--- config.mk ---
export PLATFORM = sky130hd
export DESIGN_NAME = ahb_to_apb_bridge_flat
export DESIGN_NICKNAME = d
export VERILOG_FILES = /design/src/rtl/ahb_to_apb_bridge_pkg.sv /design/src/rtl/ahb_to_apb_bridge_if.sv /design/src/rtl/ahb_to_apb_bridge.sv /design/src/flat_wrapper.sv
export SDC_FILE = /design/constraint.sdc
export NUM_CORES = 1
export LEC_CHECK = 0
export BUFFER_PORTS_ARGS = -buffer_cell sky130_fd_sc_hd__buf_4
export CAP_MARGIN = 25
export CORE_ASPECT_RATIO = 0.9
export CORE_MARGIN = 2
export CORE_UTILIZATION = 30
export CTS_CLUSTER_DIAMETER = 30
export DETAILED_ROUTE_END_ITERATION = 10
export HOLD_SLACK_MARGIN = 0.12
export MAX_ROUTING_LAYER = met4
export PLACE_DENSITY_LB_ADDON = 0.05
export SETUP_SLACK_MARGIN = 0.02
export SLEW_MARGIN = 40
export SYNTH_ARGS = -nofsm -noshare
export SYNTH_HDL_FRONTEND = slang
export SYNTH_SLANG_ARGS = --single-unit
--- constraint.sdc ---
create_clock -name HCLK -period 5.9 [get_ports HCLK]
set_clock_uncertainty 0.15 [all_clocks]
set_input_delay 0.885 -clock HCLK [delete_from_list [all_inputs] [get_ports HCLK]]
set_output_delay 0.885 -clock HCLK [all_outputs]
set_load 0.02 [all_outputs]
--- src/rtl/ahb_to_apb_bridge_pkg.sv ---
// rtl/ahb_to_apb_bridge_pkg.sv - shared types and constants for the AHB to APB bridge
package ahb_apb_pkg;

  typedef enum logic [1:0] {
    TRANS_IDLE   = 2'b00,
    TRANS_BUSY   = 2'b01,
    TRANS_NONSEQ = 2'b10,
    TRANS_SEQ    = 2'b11
  } htrans_t;

  typedef enum logic [1:0] {
    ST_IDLE,
    ST_WWAIT,
    ST_SETUP,
    ST_ACCESS
  } bridge_state_t;

  localparam logic HRESP_OKAY  = 1'b0;
  localparam logic HRESP_ERROR = 1'b1;

endpackage

--- src/rtl/ahb_to_apb_bridge_if.sv ---
// rtl/ahb_to_apb_bridge_if.sv - AHB-Lite and APB port bundles for the bridge
interface ahb_interface #(
  parameter int ADDR_WIDTH = 32,
  parameter int DATA_WIDTH = 32
);
  logic                  HSEL;
  logic [ADDR_WIDTH-1:0] HADDR;
  logic [1:0]            HTRANS;
  logic                  HWRITE;
  logic [DATA_WIDTH-1:0] HWDATA;
  logic [DATA_WIDTH-1:0] HRDATA;
  logic                  HRESP;
  logic                  HREADY_OUT;

  modport master (output HSEL, HADDR, HTRANS, HWRITE, HWDATA,
                  input  HRDATA, HRESP, HREADY_OUT);
  modport slave  (input  HSEL, HADDR, HTRANS, HWRITE, HWDATA,
                  output HRDATA, HRESP, HREADY_OUT);
endinterface

interface apb_interface #(
  parameter int ADDR_WIDTH = 32,
  parameter int DATA_WIDTH = 32
);
  logic                  PSEL;
  logic                  PENABLE;
  logic                  PWRITE;
  logic [ADDR_WIDTH-1:0] PADDR;
  logic [DATA_WIDTH-1:0] PWDATA;
  logic [DATA_WIDTH-1:0] PRDATA;

  modport master (output PSEL, PENABLE, PWRITE, PADDR, PWDATA,
                  input  PRDATA);
  modport slave  (input  PSEL, PENABLE, PWRITE, PADDR, PWDATA,
                  output PRDATA);
endinterface

--- src/rtl/ahb_to_apb_bridge.sv ---
// rtl/ahb_to_apb_bridge.sv - AHB-Lite to zero-wait APB bridge; assertions under AHB_APB_BRIDGE_SVA_EN
module ahb_to_apb_bridge
  import ahb_apb_pkg::*;
#(
  parameter int ADDR_WIDTH = 32,
  parameter int DATA_WIDTH = 32
) (
  input  logic          HCLK,
  input  logic          HRESETn,
  ahb_interface.slave   ahb,
  apb_interface.master  apb
);

  bridge_state_t         state;
  logic                  psel_q;
  logic                  penable_q;
  logic                  pwrite_q;
  logic                  hready_q;
  logic [ADDR_WIDTH-1:0] paddr_q;
  logic [DATA_WIDTH-1:0] pwdata_q;
  logic [DATA_WIDTH-1:0] hrdata_q;
  logic                  accept;

  assign accept = ahb.HSEL && hready_q &&
                  (htrans_t'(ahb.HTRANS) == TRANS_NONSEQ || htrans_t'(ahb.HTRANS) == TRANS_SEQ);

  // HRESETn is active-high in this codebase despite its name
  always_ff @(posedge HCLK or posedge HRESETn) begin
    if (HRESETn) begin
      state     <= ST_IDLE;
      psel_q    <= 1'b0;
      penable_q <= 1'b0;
      pwrite_q  <= 1'b0;
      hready_q  <= 1'b1;
      paddr_q   <= '0;
      pwdata_q  <= '0;
      hrdata_q  <= '0;
    end else begin
      case (state)
        ST_IDLE: begin
          if (accept) begin
            paddr_q  <= ahb.HADDR;
            pwrite_q <= ahb.HWRITE;
            hready_q <= 1'b0;
            if (ahb.HWRITE) begin
              state <= ST_WWAIT;
            end else begin
              state  <= ST_SETUP;
              psel_q <= 1'b1;
            end
          end
        end
        // Write data only becomes valid in the AHB data phase, one cycle after the address
        ST_WWAIT: begin
          pwdata_q <= ahb.HWDATA;
          psel_q   <= 1'b1;
          state    <= ST_SETUP;
        end
        ST_SETUP: begin
          penable_q <= 1'b1;
          state     <= ST_ACCESS;
        end
        ST_ACCESS: begin
          psel_q    <= 1'b0;
          penable_q <= 1'b0;
          hready_q  <= 1'b1;
          state     <= ST_IDLE;
          if (!pwrite_q) hrdata_q <= apb.PRDATA;
        end
        default: state <= ST_IDLE;
      endcase
    end
  end

  assign ahb.HRDATA     = hrdata_q;
  assign ahb.HRESP      = HRESP_OKAY;
  assign ahb.HREADY_OUT = hready_q;
  assign apb.PSEL       = psel_q;
  assign apb.PENABLE    = penable_q;
  assign apb.PWRITE     = pwrite_q;
  assign apb.PADDR      = paddr_q;
  assign apb.PWDATA     = pwdata_q;

`ifdef AHB_APB_BRIDGE_SVA_EN
  a_penable_after_setup: assert property (@(posedge HCLK) disable iff (HRESETn)
    $rose(penable_q) |-> $past(psel_q, 1) && !$past(psel_q, 2) && !$past(penable_q, 1));

  a_apb_stable: assert property (@(posedge HCLK) disable iff (HRESETn)
    psel_q && $past(psel_q) |-> $stable(paddr_q) && $stable(pwrite_q) && $stable(pwdata_q));

  a_penable_one_cycle: assert property (@(posedge HCLK) disable iff (HRESETn)
    penable_q |=> !penable_q);

  a_hresp_okay: assert property (@(posedge HCLK) disable iff (HRESETn)
    ahb.HRESP == HRESP_OKAY);

  a_psel_needs_accept: assert property (@(posedge HCLK) disable iff (HRESETn)
    $rose(psel_q) |-> $past(accept && !ahb.HWRITE) || $past(state == ST_WWAIT));
`endif

endmodule

--- src/flat_wrapper.sv ---
// flat-port wrapper written by rule: the top's interface ports become plain ports
module ahb_to_apb_bridge_flat import ahb_apb_pkg::*;
#(
  parameter int ADDR_WIDTH = 32,
  parameter int DATA_WIDTH = 32
)
  (HCLK, HRESETn, ahb_HSEL, ahb_HADDR, ahb_HTRANS, ahb_HWRITE, ahb_HWDATA, ahb_HRDATA, ahb_HRESP, ahb_HREADY_OUT, apb_PSEL, apb_PENABLE, apb_PWRITE, apb_PADDR, apb_PWDATA, apb_PRDATA);
  ahb_interface #(.ADDR_WIDTH(ADDR_WIDTH), .DATA_WIDTH(DATA_WIDTH)) ahb_i ();
  apb_interface #(.ADDR_WIDTH(ADDR_WIDTH), .DATA_WIDTH(DATA_WIDTH)) apb_i ();
  input  logic HCLK;
  input  logic HRESETn;
  input wire logic [$bits(ahb_i.HSEL)-1:0] ahb_HSEL;
  input wire logic [$bits(ahb_i.HADDR)-1:0] ahb_HADDR;
  input wire logic [$bits(ahb_i.HTRANS)-1:0] ahb_HTRANS;
  input wire logic [$bits(ahb_i.HWRITE)-1:0] ahb_HWRITE;
  input wire logic [$bits(ahb_i.HWDATA)-1:0] ahb_HWDATA;
  output wire logic [$bits(ahb_i.HRDATA)-1:0] ahb_HRDATA;
  output wire logic [$bits(ahb_i.HRESP)-1:0] ahb_HRESP;
  output wire logic [$bits(ahb_i.HREADY_OUT)-1:0] ahb_HREADY_OUT;
  output wire logic [$bits(apb_i.PSEL)-1:0] apb_PSEL;
  output wire logic [$bits(apb_i.PENABLE)-1:0] apb_PENABLE;
  output wire logic [$bits(apb_i.PWRITE)-1:0] apb_PWRITE;
  output wire logic [$bits(apb_i.PADDR)-1:0] apb_PADDR;
  output wire logic [$bits(apb_i.PWDATA)-1:0] apb_PWDATA;
  input wire logic [$bits(apb_i.PRDATA)-1:0] apb_PRDATA;
  assign ahb_i.HSEL = ahb_HSEL;
  assign ahb_i.HADDR = ahb_HADDR;
  assign ahb_i.HTRANS = ahb_HTRANS;
  assign ahb_i.HWRITE = ahb_HWRITE;
  assign ahb_i.HWDATA = ahb_HWDATA;
  assign ahb_HRDATA = ahb_i.HRDATA;
  assign ahb_HRESP = ahb_i.HRESP;
  assign ahb_HREADY_OUT = ahb_i.HREADY_OUT;
  assign apb_PSEL = apb_i.PSEL;
  assign apb_PENABLE = apb_i.PENABLE;
  assign apb_PWRITE = apb_i.PWRITE;
  assign apb_PADDR = apb_i.PADDR;
  assign apb_PWDATA = apb_i.PWDATA;
  assign apb_i.PRDATA = apb_PRDATA;
  ahb_to_apb_bridge #(.ADDR_WIDTH(ADDR_WIDTH), .DATA_WIDTH(DATA_WIDTH)) u_core (.HCLK(HCLK), .HRESETn(HRESETn), .ahb(ahb_i), .apb(apb_i));
endmodule
Word-level counts from Yosys, hierarchy flattened --
Index checks and enable logic that the tools add are counted. Widths: inputs -> output; s select.
Storage, ports and cells: logic and storage cells 36, bits of input ports 102, output and inout bits 101, flip-flop bits (word level) 102
Cells by class: bitwise operators 1, reduce and logical (&&, ||, !) cells 11, equal/unequal tests 7, multiplexer cells 9
Operators with widths (number):
- $eq 2x2->1 const B | 4
- $pmux 2 s4 | 1
- $reduce_and 2->1 | 3
- $mux 2 | 2
- $pmux 1 s2 | 2
- $reduce_bool 2->1 | 2
- $mux 1 | 3
- $pmux 1 s3 | 1
- $reduce_and 3->1 | 1
- $reduce_bool 3->1 | 1
- $eq 2x1->1 const B | 1
- $logic_and 1x1->1 | 2
- $logic_not 2->1 | 1
- $ne 2x1->1 const B | 1
- $ne 2x2->1 const B | 1
- $logic_or 1x1->1 | 1
- $not 1->1 | 1

Depth between registers and ports, before layout --
depth after elaboration 5, depth in mapped cells 6, depth with buffers taken out 5

Least setup slack after synthesis --
No wires, ideal clock.
path type input to register, start input ahb_HTRANS[1], end register u_core.paddr_q[0] (netlist: u_core.apb.PADDR[0]), data required time 5.625 ns, buffers on the path 1, setup slack 4.101 ns, arrival time 1.524 ns, stages 3, cells stage by stage nand4_4 buf_6 mux2_4
On the way: longest elaborated chain between the ends 4, elaborated cells between the ends (all ways) 5, classes of those cells eq/ne: 2; reduce/logical: 3
RTL lines:
- start, declared | RTL line flat_wrapper.sv:14 | input wire logic [$bits(ahb_i.HTRANS)-1:0] ahb_HTRANS;
- $eq 2x2->1 | RTL line ahb_to_apb_bridge.sv:25 | (htrans_t'(ahb.HTRANS) == TRANS_NONSEQ || htrans_t'(ahb.HTRANS) == TRANS_SEQ);
- $logic_or 1x1->1 (*) | RTL line ahb_to_apb_bridge.sv:25
- $logic_and 1x1->1 (*) | RTL line ahb_to_apb_bridge.sv:24 | assign accept = ahb.HSEL && hready_q &&
- $reduce_and 2->1 (no line) (*)
- end signal, assigned | RTL line ahb_to_apb_bridge.sv:42 | paddr_q <= ahb.HADDR;
- end, declared | RTL line ahb_to_apb_bridge.sv:19 | logic [ADDR_WIDTH-1:0] paddr_q;
Mark *: on every way between the ends. The rest lies on a longest branch, timed or not. A chain may end at the register's enable or synchronous reset.

Final worst setup path --
start register u_core.state[0], end register u_core.paddr_q[1] (netlist: u_core.apb.PADDR[1])
On the way: longest elaborated chain between the ends 2
RTL lines:
- start, declared | RTL line ahb_to_apb_bridge.sv:14 | bridge_state_t state;
- start signal, assigned | RTL line ahb_to_apb_bridge.sv:30 | state <= ST_IDLE;
- start signal, assigned | RTL line ahb_to_apb_bridge.sv:46 | state <= ST_WWAIT;
- start signal, assigned | RTL line ahb_to_apb_bridge.sv:48 | state <= ST_SETUP;
- $logic_not 2->1 | RTL line ahb_to_apb_bridge.sv:39 | case (state)
- $reduce_and 2->1 (no line)
No other way between the ends.

==> flow_metrics.env <==
export IMPL_status="finished, final reports clean"
export IMPL_cts_sinks=102
export IMPL_syn_nets=344
export IMPL_postLayoutCellArea_sq_mm=0.00610
export IMPL_cts_setup_buffers=0
export IMPL_rrSetupSlack_ps=3750
export IMPL_rr_startpoint="u_core.state[0]$_DFFE_PP0P_"
export IMPL_drive_gt1_share_pct=71.0
export IMPL_die_h_um=114
export IMPL_syn_area_sq_mm=0.00404
export IMPL_vias=2596
export IMPL_wl_per_cell_um=14.9
export IMPL_seqPwrFrac_pct=47.9
export IMPL_ys_types=23
export IMPL_synth_area_leaders="dfrtp_1 (63%), mux2_2 (18%), mux2_4 (10%)"
export IMPL_cts_hold_buf=0
export IMPL_clk_pin_slew_ps=70
export IMPL_period_share_pct=36.5
export IMPL_dr_pass1_iters=4
export IMPL_arrival_ps=2230
export IMPL_synthArstFlopShare_pct=100
export IMPL_pre_cts_slack_ps=3400
export IMPL_cts_max_level=3
export IMPL_clk_path_buf_depth=2
export IMPL_grt_usage_pct=13.1
export IMPL_final_setup_worst_slack_ps=3750
export IMPL_die_w_um=126
export IMPL_numCtsBuffers=9
export IMPL_worstSetupStartpointType="flop"
export IMPL_yosys_top_cells_count="dfrtp_1 (101), mux2_2 (65), mux2_4 (27)"
export IMPL_setup_viol=0
export IMPL_reg2reg_depth=5
export IMPL_core_rowCount=40
export IMPL_p_switching_mw=0.286
export IMPL_crit_required_ps=5980
export IMPL_synth_cells=237
export IMPL_p_total_mw=1.46
export IMPL_max_freq_mhz=464
export IMPL_worst_pin_slew_ps=575
export IMPL_rsz0062_at_grt="no"
export IMPL_grt_pass1_vias=2614
export IMPL_totalWireLength_um=9160
export IMPL_hold_path_class="flop to flop"
export IMPL_antenna_found_initial=0
export IMPL_worstSetupPathType="flop to flop"
export IMPL_clock_latency_ps=340
export IMPL_synth_top_area_share_pct=62.5
export IMPL_postCtsResizedCells=0
export IMPL_hold_viol_final=0
export IMPL_fin_nets=547
export IMPL_die_area_sq_mm=0.0144
export IMPL_place_congestion=0.703
export IMPL_synth_seq_cells=102
export IMPL_p_clk_share_pct=47.5
export IMPL_nFillCells=1232
export IMPL_start_util_pct=30.5
export IMPL_grt_pass1_wl_um=14100
export IMPL_cts_root_buf="clkbuf_16"
export IMPL_viasPerCell=4.23
export IMPL_critPathLaunch="u_core.state[0]$_DFFE_PP0P_"
export IMPL_io_pins=203
export IMPL_powerDensity_mw_per_mm2=239
export IMPL_leakage_nw=3.41
export IMPL_slew_headroom_pct=61.7
export IMPL_setup_tns_ps=0
export IMPL_yosysTopAreaCell="dfrtp_1"
export IMPL_grt_max_degree=65
export IMPL_syn2layout_area_growth_pct=50.7
export IMPL_ys_flop_type="dfrtp_1"
export IMPL_cap_viol_max_count=0
export IMPL_swShare_pct=19.6
export IMPL_cp_end_kind="flop"
export IMPL_drt_first_iter_violations=66
export IMPL_antennaDiodeCount=0
export IMPL_r2r_end="u_core.apb.PADDR[1]$_DFFE_PP0P_"
export IMPL_coreArea_sq_mm=0.0133
export IMPL_p_int_mw=1.17
export IMPL_cts_tree="done"
export IMPL_yosysMostFrequentCell="dfrtp_1"
export IMPL_place_detailed_hpwl_um=6690
export IMPL_drc=0
export IMPL_drv_slew=0
export IMPL_synth_edf_count=0
export IMPL_critPathCapture="u_core.apb.PADDR[1]$_DFFE_PP0P_"
export IMPL_postRouteAntennaNets=0
export IMPL_yosysWarnings=0
export IMPL_vdd_drop_max_uv=103
export IMPL_comb_power_share_pct=4.5
export IMPL_cp_max_fo=21
export IMPL_placed_area_sq_mm=0.00571
export IMPL_synth_seq_area_share_pct=63.1
export IMPL_syn_mean_instance_area_sq_um=17.1
export IMPL_grt_overflow_total=0
export IMPL_period_needed_ps=2150
export IMPL_port_buffers=200
## worst max-delay path, cell delays in order, from the launching register on
cell and delay [ps]:
dfrtp_1 400, inv_1 120, ha_1 270, nand4_4 430, buf_16 340, mux2_4 310
## stage by stage
step,std cells,util [%],hold slack [ps]
3_5_place_dp,596,43.1,326
6_report,613,46.0,338
3_3_place_gp,595,42.8,324
5_1_grt,613,46.0,371
4_1_cts,612,45.8,343
2_1_floorplan,237,-,425
## layer usage
layer  up-vias  track usage (%)  part of all wire, %  wire length, um
li1       1223                -                    -                -
met1      1261             16.8                   43             3920
met2       102             19.9                   49             4480
met3        10             3.64                  6.6              606
met4         0             4.98                  1.7              153
met5         -                -                    0                0
## layout by cell type (no fill, tap or decap), types with 3 or more instances in the layout
cell       synthesis  routed
bufinv_16          0       3
mux2_2            65      65
mux2_4            27      27
ha_1               5       5
mux2_1             4       4
inv_1              5       4
buf_4              1     202
mux2i_1            5       5
clkbuf_16          0       9
dfrtp_1          101     101
## state kept, by name, indices dropped and copies added (netlist names)
name and flops:
u_core.state 2, u_core.apb.PWRITE 1, u_core.apb.PADDR 32, u_core.ahb.HREADY_OUT 1, u_core.apb.PWDATA 32, u_core.apb.PENABLE 1
u_core.apb.PSEL 1, u_core.ahb.HRDATA 32
## power groups by stage
stage / clock network [mW] / logic [mW] / registers [mW]
2_1_floorplan: 0 / 0.0129 / 0.712
3_3_place_gp: 0 / 0.0678 / 0.712
3_5_place_dp: 0 / 0.0684 / 0.712
4_1_cts: 0.719 / 0.0684 / 0.698
5_1_grt: 0.748 / 0.0736 / 0.698
6_report: 0.693 / 0.0663 / 0.699
## layout make-up
class / count / area [sq um] / share of cell area [%]
Clock buffer: 10 / 239 / 3.92
Multi-Input combinational cell: 118 / 1380 / 22.6
Timing Repair Buffer: 204 / 1570 / 25.8
Inverter: 5 / 23.8 / 0.390
Sequential cell: 102 / 2550 / 41.9
Clock inverter: 6 / 118 / 1.93
Tap cell: 168 / 210 / 3.45
## cells by family (layout without fill, tap and decap cells)
family / after synthesis / in the layout / synth area share [%]
AO/OA/AOI/OAI: 4 / 4 / 0.650
other: 1 / 1 / 0.0927
flip-flops: 102 / 102 / 63.1
multiplexers: 101 / 101 / 30.5
adder cells (fa/ha/maj): 5 / 5 / 1.55
buffers and inverters: 17 / 225 / 2.91
AND/OR/NAND/NOR: 7 / 7 / 1.18
## worst min path at each step
stage | from | cells past startpoint | slack, ps | endpoint
2_1_floorplan | u_core.state[1]$_DFFE_PP0P_ | 2 | 430 | u_core.state[1]$_DFFE_PP0P_
3_3_place_gp | u_core.ahb.HRDATA[24]$_DFFE_PP0P_ | 1 | 320 | u_core.ahb.HRDATA[24]$_DFFE_PP0P_
3_5_place_dp | u_core.ahb.HRDATA[23]$_DFFE_PP0P_ | 1 | 330 | u_core.ahb.HRDATA[23]$_DFFE_PP0P_
4_1_cts | u_core.ahb.HRDATA[23]$_DFFE_PP0P_ | 1 | 340 | u_core.ahb.HRDATA[23]$_DFFE_PP0P_
5_1_grt | u_core.ahb.HRDATA[12]$_DFFE_PP0P_ | 1 | 370 | u_core.ahb.HRDATA[12]$_DFFE_PP0P_
6_report | u_core.ahb.HRDATA[23]$_DFFE_PP0P_ | 1 | 340 | u_core.ahb.HRDATA[23]$_DFFE_PP0P_
Power figures use the tool's default switching activity.
